### src/rtl/axi4_lite_terminator.sv
// AXI4-Lite sink for unmapped address windows: completes every access with a
// fixed response, discards writes, returns a fill pattern and logs stray hits.
module axi4_lite_terminator #(
    parameter int          DW   = 32,
    parameter int          AW   = 32,
    parameter logic [1:0]  RESP = 2'b11,
    parameter logic [31:0] FILL = 32'hDEAD_BEEF,
    parameter int          CW   = 16
) (
    input  logic            clk,
    input  logic            reset,
    input  logic [AW-1:0]   S_AXI_AWADDR,
    input  logic            S_AXI_AWVALID,
    output logic            S_AXI_AWREADY,
    input  logic [DW-1:0]   S_AXI_WDATA,
    input  logic [DW/8-1:0] S_AXI_WSTRB,
    input  logic            S_AXI_WVALID,
    output logic            S_AXI_WREADY,
    output logic [1:0]      S_AXI_BRESP,
    output logic            S_AXI_BVALID,
    input  logic            S_AXI_BREADY,
    input  logic [AW-1:0]   S_AXI_ARADDR,
    input  logic            S_AXI_ARVALID,
    output logic            S_AXI_ARREADY,
    output logic [DW-1:0]   S_AXI_RDATA,
    output logic [1:0]      S_AXI_RRESP,
    output logic            S_AXI_RVALID,
    input  logic            S_AXI_RREADY,
    input  logic            clear,
    output logic [CW-1:0]   wr_count,
    output logic [CW-1:0]   rd_count,
    output logic [AW-1:0]   last_wr_addr,
    output logic [AW-1:0]   last_rd_addr,
    output logic            access
);
    localparam logic [DW-1:0] FILL_DW = DW'(FILL);

    logic          unused_wdata;
    logic          awready_q, awready_d, wready_q, wready_d;
    logic          aw_done_q, aw_done_d, w_done_q, w_done_d;
    logic          bvalid_q, bvalid_d, rvalid_q, rvalid_d, arready_q, arready_d;
    logic [1:0]    bresp_q, bresp_d, rresp_q, rresp_d;
    logic [DW-1:0] rdata_q, rdata_d;
    logic [CW-1:0] wr_count_q, wr_count_d, rd_count_q, rd_count_d;
    logic [AW-1:0] last_wr_q, last_wr_d, last_rd_q, last_rd_d;
    logic          access_q, access_d;
    logic          aw_hs, w_hs, b_hs, ar_hs, r_hs, aw_have, w_have, start_b;

    assign unused_wdata = ^{S_AXI_WDATA, S_AXI_WSTRB};

    always_comb begin
        aw_hs   = S_AXI_AWVALID & awready_q;
        w_hs    = S_AXI_WVALID & wready_q;
        b_hs    = bvalid_q & S_AXI_BREADY;
        ar_hs   = S_AXI_ARVALID & arready_q;
        r_hs    = rvalid_q & S_AXI_RREADY;
        aw_have = aw_done_q | aw_hs;
        w_have  = w_done_q | w_hs;
        start_b = aw_have & w_have & ~bvalid_q;

        // Captured halves are consumed once the response is launched; the
        // READYs then stay low on the strength of BVALID alone.
        bvalid_d  = start_b | (bvalid_q & ~S_AXI_BREADY);
        aw_done_d = aw_have & ~start_b;
        w_done_d  = w_have & ~start_b;
        awready_d = ~aw_done_d & ~bvalid_d;
        wready_d  = ~w_done_d & ~bvalid_d;
        bresp_d   = bvalid_d ? RESP : 2'b00;

        rvalid_d  = ar_hs | (rvalid_q & ~S_AXI_RREADY);
        arready_d = ~rvalid_d;
        rdata_d   = rvalid_d ? FILL_DW : '0;
        rresp_d   = rvalid_d ? RESP : 2'b00;

        access_d   = aw_hs | ar_hs;
        wr_count_d = wr_count_q;
        rd_count_d = rd_count_q;
        last_wr_d  = last_wr_q;
        last_rd_d  = last_rd_q;
        if (clear) begin
            wr_count_d = '0;
            rd_count_d = '0;
            last_wr_d  = '0;
            last_rd_d  = '0;
        end else begin
            if (b_hs && !(&wr_count_q)) wr_count_d = wr_count_q + CW'(1);
            if (r_hs && !(&rd_count_q)) rd_count_d = rd_count_q + CW'(1);
            if (aw_hs) last_wr_d = S_AXI_AWADDR;
            if (ar_hs) last_rd_d = S_AXI_ARADDR;
        end
    end

    always_ff @(posedge clk or posedge reset) begin
        if (reset) begin
            awready_q  <= 1'b0;
            wready_q   <= 1'b0;
            aw_done_q  <= 1'b0;
            w_done_q   <= 1'b0;
            bvalid_q   <= 1'b0;
            bresp_q    <= 2'b00;
            arready_q  <= 1'b0;
            rvalid_q   <= 1'b0;
            rresp_q    <= 2'b00;
            rdata_q    <= '0;
            wr_count_q <= '0;
            rd_count_q <= '0;
            last_wr_q  <= '0;
            last_rd_q  <= '0;
            access_q   <= 1'b0;
        end else begin
            awready_q  <= awready_d;
            wready_q   <= wready_d;
            aw_done_q  <= aw_done_d;
            w_done_q   <= w_done_d;
            bvalid_q   <= bvalid_d;
            bresp_q    <= bresp_d;
            arready_q  <= arready_d;
            rvalid_q   <= rvalid_d;
            rresp_q    <= rresp_d;
            rdata_q    <= rdata_d;
            wr_count_q <= wr_count_d;
            rd_count_q <= rd_count_d;
            last_wr_q  <= last_wr_d;
            last_rd_q  <= last_rd_d;
            access_q   <= access_d;
        end
    end

    assign S_AXI_AWREADY = awready_q;
    assign S_AXI_WREADY  = wready_q;
    assign S_AXI_BVALID  = bvalid_q;
    assign S_AXI_BRESP   = bresp_q;
    assign S_AXI_ARREADY = arready_q;
    assign S_AXI_RVALID  = rvalid_q;
    assign S_AXI_RRESP   = rresp_q;
    assign S_AXI_RDATA   = rdata_q;
    assign wr_count      = wr_count_q;
    assign rd_count      = rd_count_q;
    assign last_wr_addr  = last_wr_q;
    assign last_rd_addr  = last_rd_q;
    assign access        = access_q;
endmodule

### config.mk
export PLATFORM = sky130hd
export DESIGN_NAME = axi4_lite_terminator
export DESIGN_NICKNAME = d
export VERILOG_FILES = /design/src/rtl/axi4_lite_terminator.sv
export SDC_FILE = /design/constraint.sdc
export NUM_CORES = 1
export LEC_CHECK = 0
export BUFFER_PORTS_ARGS = -buffer_cell sky130_fd_sc_hd__buf_2
export CELL_PAD_IN_SITES_DETAIL_PLACEMENT = 1
export CELL_PAD_IN_SITES_GLOBAL_PLACEMENT = 2
export CORE_MARGIN = 4
export CORE_UTILIZATION = 25
export CTS_CLUSTER_DIAMETER = 200
export DETAILED_ROUTE_END_ITERATION = 6
export PLACE_DENSITY_LB_ADDON = 0.1
export RECOVER_POWER = 25
export SYNTH_ARGS = -nofsm -noshare
export SYNTH_HDL_FRONTEND = slang
export SYNTH_SLANG_ARGS = --single-unit
export TNS_END_PERCENT = 100
### constraint.sdc
create_clock -name clk -period 4.8 [get_ports clk]
set_clock_uncertainty 0.05 [all_clocks]
set_input_delay 0.96 -clock clk [delete_from_list [all_inputs] [get_ports clk]]
set_output_delay 0.96 -clock clk [all_outputs]
set_load 0.02 [all_outputs]
Word-level counts from Yosys, hierarchy flattened
Index checks and enable logic that the tools add are counted.
{"block": "totals", "ff_bits": 140, "latchBits": 0, "mem_bits_rw": 0, "romBits": 0, "output_inout_bits": 138, "wordCells": 64, "mem_count": 0}
{"block": "classes", "n_addsub": 2, "multipliers": 0, "div_mod_pow": 0, "n_lt_le_gt_ge": 0, "eq_ne": 0, "shift": 0, "n_mux": 11, "bitwise_logic": 26, "reduce_logical": 10}
{"op": "$mux 32", "n": 5}
{"op": "$mux 16", "n": 4}
{"op": "$add 16x1->16 const B", "n": 2}
{"op": "$reduce_and 16->1", "n": 2}
{"op": "$and 1x1->1", "n": 13}
{"op": "$not 1->1", "n": 8}
{"op": "$reduce_bool 2->1", "n": 4}
{"op": "$or 1x1->1", "n": 5}
{"op": "$mux 2", "n": 2}
{"op": "$logic_and 1x1->1", "n": 2}
{"op": "$logic_not 1->1", "n": 2}

Longest topological paths before layout
Gate-level depths: netlist (run 1).
{"block": "logic_depth", "ltp_word": 8, "depth_mapped": 6}

Worst setup path after synthesis (run 1)
OpenSTA, ideal clock, no wires.
{"block": "synth_timing", "path_type": "register to register", "startpoint": "register, netlist name S_AXI_RRESP[0]", "endpoint": "register rd_count_q[12], in the netlist rd_count[12]", "setup_ns": 0.078, "t_arrival_ns": 2.166, "setup_slack_ns": 2.506, "stages_incl_launch_ff": 6, "path_cell_list": "dfrtp_1 nand2_1 or3_1 buf_2 or4_1 a21oi_1"}
{"element": "end signal, assigned", "line": "122", "source": "rd_count_q <= rd_count_d;"}
{"element": "end, declared", "line": "44", "source": "logic [CW-1:0] wr_count_q, wr_count_d, rd_count_q, rd_count_d;"}

==> impl_metrics.json, run 1 <==
{
  "min_to": "last_rd_addr[3]",
  "port_buffers": 201,
  "root_buffer": "clkbuf_16",
  "initial_core_util": 0.258,
  "critPathBufInv": 3,
  "cellLeakagePower_nw": 3.02,
  "synth-seq-cells": 104,
  "crit_required_ps": 5090,
  "finalWirelength_um": 15900,
  "cts_max_level": 3,
  "fin_crit_ps": 3190,
  "fin_tns_setup_ps": 0,
  "final_cell_area_um2": 6170,
  "ys_warn_count": 0,
  "wire_per_inst_um": 16.5,
  "dr.first_iter.drc_count": 172,
  "cts_tree": "yes",
  "grt_pass1_wl_um": 25300,
  "areaGrowthSynthToFinish_pct": 26.4,
  "fin_nets": 811,
  "synth_area_per_cell_um2": 9.04,
  "grt_pass1_vias": 4619,
  "place_hpwl_um": 11500,
  "vias_per_cell": 4.58,
  "crit_chain": "buf_2, clkinvlp_2, clkbuf_1",
  "hold_viol": 0,
  "crit_fanout": 59,
  "synth_fa_ha_area_frac": 0.00512,
  "startpoint_type": "input port",
  "cts_buffer_depth": 2,
  "min_path_cells": 2,
  "critPathSlowestCell": "clkinvlp_2",
  "crit_family": "buffers and inverters",
  "relSlewSlack": -0.828,
  "synth_top_family_by_area": "simple AND/OR/NAND/NOR gates",
  "arrival_ps": 3470,
  "synth_top_area_frac": 0.533,
  "syn_inst": 540,
  "hold_buffers": 0,
  "drc": 0,
  "finalCritPeriodShare": 0.664,
  "gp_congestion": 0.746,
  "antenna_found_initial": 0,
  "synth_compound_area_frac": 0.122,
  "rsz0062_at_grt": "false",
  "peakVddDrop_mv": 0.164,
  "grt_start_max_net_pins": 64,
  "p_per_area_nw_per_um2": 368,
  "hold_path_class": "flip-flop to flip-flop",
  "rr_startpoint": "S_AXI_RRESP[0]",
  "synth_mux_area_frac": 0.0228,
  "drv_cap": 2,
  "layout_common_cells": "buf_2, nand2_1, dfrtp_1",
  "fmax_mhz": 314,
  "yosys.area_share.xor_xnor": 0,
  "worst_slew_pin_slew_ps": 2730,
  "synth_cell_types": 40,
  "die_x_um": 148,
  "r2r-end": "rd_count[12]",
  "yosys.area_share.simple": 0.232,
  "cts_setup_buffers": 0,
  "failed_checks": "capacitance limit, slew limit",
  "run_status": "finished, violations left",
  "hold_ws_ps": 466,
  "post_dp_cell_area_um2": 5910,
  "setup_viol_count_final": 0,
  "post_cts_resized": 0,
  "layout_commonest_cell": "buf_2",
  "io-pin-count": 246,
  "yosysSeqAreaShare": 0.533,
  "critPathMaxStageDelay_ps": 1520,
  "crit_type": "input port to async pin",
  "dieArea_um2": 21800,
  "rrSetupSlack_ps": 2120,
  "cts_sinks": 104,
  "worstHoldStart": "last_rd_addr[3]",
  "final-max-slew-violation-count": 95,
  "core_area_um2": 19000,
  "rr_worst_depth": 4,
  "via_count": 4420,
  "n_antenna_cell": 0,
  "die_h_um": 148,
  "fp-row-count": 50,
  "crit_path_end_kind": "async pin",
  "drive_gt1_frac": 0.336,
  "first_pass_iters": 4,
  "path_clk_slew_ps": 70,
  "grt.overflow.total": 0,
  "antenna_left": 0,
  "track_usage": 0.144,
  "synth_area_um2": 4880,
  "cts_made_buffers": 9,
  "synth_top_area_cell": "dfrtp_1",
  "yosys-top-cells-area": "dfrtp_1, nand2_1, a21oi_1",
  "insertion_delay_ps": 350
}
[worst min-delay path, stage by stage (launching register included)]
cell,delay [ps]
dfrtp_1,370
nand2_1,50
a21oi_1,50
[report_power, final]
| group | switching, W | leakage, nW | internal [W] | total [W] |
|---|---|---|---|---|
| clock | 0.000349 | 0.132 | 0.000352 | 0.000701 |
| sequential | 0.0000621 | 1.41 | 0.000957 | 0.00102 |
| combinational | 0.000385 | 1.48 | 0.000163 | 0.000548 |
| total | 0.000796 | 3.02 | 0.00147 | 0.00227 |
[metal layers]
metal | vias up | global-route usage | wire, um
met3 | 15 | 0.0273 | 916
met4 | 0 | 0.0522 | 274
li1 | 2117 | - | -
met2 | 127 | 0.243 | 7730
met5 | - | 0 | 0
met1 | 2161 | 0.185 | 6980
[final cells by class]
class	instances	area, um^2
inverter	7	27.5
timing repair buffer	207	1050
clock buffer	9	225
sequential	104	2600
clock inverter	7	47.5
tap	260	325
multi-input combinational	372	1900
fill	2303	12800
[cell families after synthesis]
family | count (synthesis)
other | 1
buffers and inverters | 71
and+or+nand+nor | 242
DFF | 104
AOI/OAI and AO/OA | 110
muxes | 10
adders and majority gates | 2
[worst max-delay path by stage]
stage                   start             to  slack [ps]  depth (start not counted)
6_report                reset    rd_count[2]        1610                          3
5_1_grt                 reset    rd_count[1]        1040                          3
4_1_cts        S_AXI_RRESP[0]   rd_count[12]        2070                          4
3_5_place_dp     S_AXI_RREADY   rd_count[12]        2030                          5
3_3_place_gp     S_AXI_RREADY   rd_count[12]        2060                          5
2_1_floorplan           reset  S_AXI_ARREADY        1060                          1
[sequential cells by signal, summed over array words and instances, names as in the netlist]
| signal | cells |
|---|---|
| S_AXI_RRESP | 1 |
| last_wr_addr | 32 |
| wr_count | 16 |
| access | 1 |
| S_AXI_ARREADY | 1 |
| last_rd_addr | 32 |
| S_AXI_AWREADY | 1 |
| w_done_q | 1 |
| S_AXI_BRESP | 1 |
| aw_done_q | 1 |
| S_AXI_WREADY | 1 |
| rd_count | 16 |
[synth_stat cells]
library cell	instances
nand2_1	144
dfrtp_1	104
a21oi_1	85
buf_4	37
clkbuf_1	22
nor2_1	21
or3_1	11
mux2_2	9
nand4_1	9
nor2b_1	9
o21ai_0	9
o31ai_1	9
nand3_1	8
nor3_1	8
or4_1	8
inv_1	7
and2_1	4
and3_1	4
buf_1	3
nand2b_1	3
buf_2	2
ha_1	2
nor4_1	2
nor4_2	2
nor4bb_1	2
o41ai_1	2
a211oi_1	1
a221oi_1	1
a311oi_1	1
and4_1	1
conb_1	1
mux2i_1	1
nand3_2	1
nand3b_1	1
nand4_2	1
nand4b_1	1
o21ba_2	1
o21bai_1	1
or4b_1	1
or4b_2	1
[through the flow]
| step | cells | setup WS, ps | total power, W | utilization |
|---|---|---|---|---|
| 3_3_place_gp | 950 | 2060 | 0.00159 | 0.312 |
| 5_1_grt | 966 | 1040 | 0.00241 | 0.326 |
| 6_report | 966 | 1610 | 0.00227 | 0.326 |
| 4_1_cts | 966 | 2070 | 0.00232 | 0.326 |
| 3_5_place_dp | 950 | 2030 | 0.00161 | 0.312 |
| 2_1_floorplan | 547 | 1060 | 0.00143 | - |
Power figures use the tool's default switching activity.
==> run 2, diff against run 1 <==
==> constraint.sdc (replaced) <==
create_clock -name clk -period 3.1 [get_ports clk]
set_clock_uncertainty 0.05 [all_clocks]
set_input_delay 0.62 -clock clk [delete_from_list [all_inputs] [get_ports clk]]
set_output_delay 0.62 -clock clk [all_outputs]
set_load 0.02 [all_outputs]
==> impl_metrics.json, run 2 (synthesized netlist as in run 1, its figures left out) <==
{
  "insertion_delay_ps": 350,
  "io-pin-count": 246,
  "place_hpwl_um": 11300,
  "n_antenna_cell": 0,
  "grt.overflow.total": 0,
  "critPathMaxStageDelay_ps": 660,
  "layout_commonest_cell": "buf_2",
  "drc": 0,
  "final-max-slew-violation-count": 33,
  "cp-startpoint": "S_AXI_RRESP[0]",
  "hold_path_class": "input port to flip-flop",
  "arrival_ps": 1740,
  "p_per_area_nw_per_um2": 575,
  "cts_max_level": 3,
  "fin_nets": 814,
  "crit_family": "buffers and inverters",
  "layout_common_cells": "buf_2, nand2_1, dfrtp_1",
  "first_pass_iters": 4,
  "cts_setup_buffers": 0,
  "crit_type": "flip-flop to output pin",
  "switching_share": 0.355,
  "cts_buffer_depth": 2,
  "fin_crit_ps": 2410,
  "crit_path_end_kind": "output pin",
  "cellLeakagePower_nw": 3.06,
  "gp_congestion": 0.759,
  "worst_slew_pin_slew_ps": 1550,
  "fin_tns_setup_ps": 0,
  "cts_tree": "yes",
  "final_cell_count_no_fill": 969,
  "areaGrowthSynthToFinish_pct": 27.6,
  "rsz0062_at_grt": "false",
  "fmax_mhz": 414,
  "dpl.cell_count": 953,
  "crit_chain": "clkbuf_1, buf_2",
  "fp-row-count": 50,
  "path_clk_slew_ps": 80,
  "post_cts_resized": 0,
  "rr_startpoint": "rd_count[0]",
  "antenna_found_initial": 0,
  "crit_fanout": 28,
  "hold_buffers": 0,
  "grt_start_max_net_pins": 64,
  "dieArea_um2": 21800,
  "internal_power_w": 0.00231,
  "cts_sinks": 104,
  "finish.utilization": 0.329,
  "worstHoldStart": "S_AXI_AWADDR[27]",
  "power_frac_comb": 0.245,
  "startpoint_type": "flip-flop",
  "hold_ws_ps": 441,
  "p_switching_w": 0.00127,
  "dr.first_iter.drc_count": 172,
  "drv_cap": 1,
  "grt_pass1_vias": 4599,
  "vias_per_cell": 4.58,
  "failed_checks": "capacitance limit, slew limit",
  "setup_viol_count_final": 0,
  "cts_made_buffers": 9,
  "drive_gt1_frac": 0.339,
  "relSlewSlack": -0.0370,
  "track_usage": 0.143,
  "finalCritPeriodShare": 0.779,
  "root_buffer": "clkbuf_16",
  "seqPwrFrac": 0.438,
  "crit_required_ps": 2430,
  "via_count": 4438,
  "run_status": "finished, violations left",
  "core_area_um2": 19000,
  "hold_viol": 0,
  "peakVddDrop_mv": 0.265,
  "die_x_um": 148,
  "antenna_left": 0,
  "die_h_um": 148,
  "grt_pass1_wl_um": 25400,
  "critPathSlowestCell": "clkbuf_1",
  "initial_core_util": 0.258,
  "pwr-share-clk": 0.318,
  "critPathBufInv": 2,
  "finalWirelength_um": 15700,
  "port_buffers": 201,
  "wire_per_inst_um": 16.2
}
[run 2: changes by cell type in the layout (fill, tap and decap cells not counted)]
cell	delta
clkinv_2	-2
buf_12	+2
and2_1	-1
clkinv_4	+1
clkbuf_2	+1
inv_8	+1
inv_6	+2
and2_0	+1
clkinvlp_4	-2
[run 2: area by class of cell]
type / count / area (um^2)
Inverter: 7 / 27.5
Clock inverter: 7 / 60.1
Tap cell: 260 / 325
Sequential cell: 104 / 2600
Multi-Input combinational cell: 372 / 1900
Timing Repair Buffer: 210 / 1090
Fill cell: 2305 / 12700
Clock buffer: 9 / 225
[run 2: worst paths after layout]
| path | slack [ps] | cells after the start | endpoint |
|---|---|---|---|
| min in group asynchronous | 560 | 2 | last_rd_addr[22] |
| max in group asynchronous | 1320 | 3 | wr_count[13] |
| min | 440 | 3 | last_wr_addr[27] |
| max reg2reg | 950 | 6 | rd_count[6] |
| min reg2reg | 470 | 2 | last_wr_addr[12] |
| max | 690 | 2 | S_AXI_RDATA[6] |
[run 2: power by group through the flow]
stage | clock network [W] | logic, W | registers [W]
floorplan | 0 | 0.000480 | 0.00173
global placement | 0 | 0.000892 | 0.00159
detailed placement | 0 | 0.000901 | 0.00160
CTS | 0.00118 | 0.000902 | 0.00157
global route | 0.00124 | 0.000969 | 0.00159
finish | 0.00114 | 0.000876 | 0.00157
[run 2: stage by stage]
step | power [W] | setup slack, ps | area [um^2]
after floorplan | 0.00221 | 806 | 4910
after global placement | 0.00248 | 726 | 5960
after detailed placement | 0.00250 | 727 | 5960
after CTS | 0.00365 | 953 | 6240
after global routing | 0.00380 | 454 | 6230
final | 0.00358 | 686 | 6230
[run 2: metal layers]
metal / part of all wire / vias up / GRT usage
met5: 0 / - / 0
met4: 0.012 / 0 / 0.0452
met3: 0.052 / 12 / 0.0273
met1: 0.46 / 2174 / 0.189
li1: - / 2125 / -
met2: 0.47 / 127 / 0.237
[run 2: worst register-to-register path, delay by kind of cell (launching register included)]
| family | cells | cell delay [ps] |
|---|---|---|
| buffers and inverters | 1 | 280 |
| adders and majority gates | 1 | 260 |
| and+or+nand+nor | 3 | 760 |
| AOI/OAI and AO/OA | 1 | 270 |
| DFF | 1 | 410 |
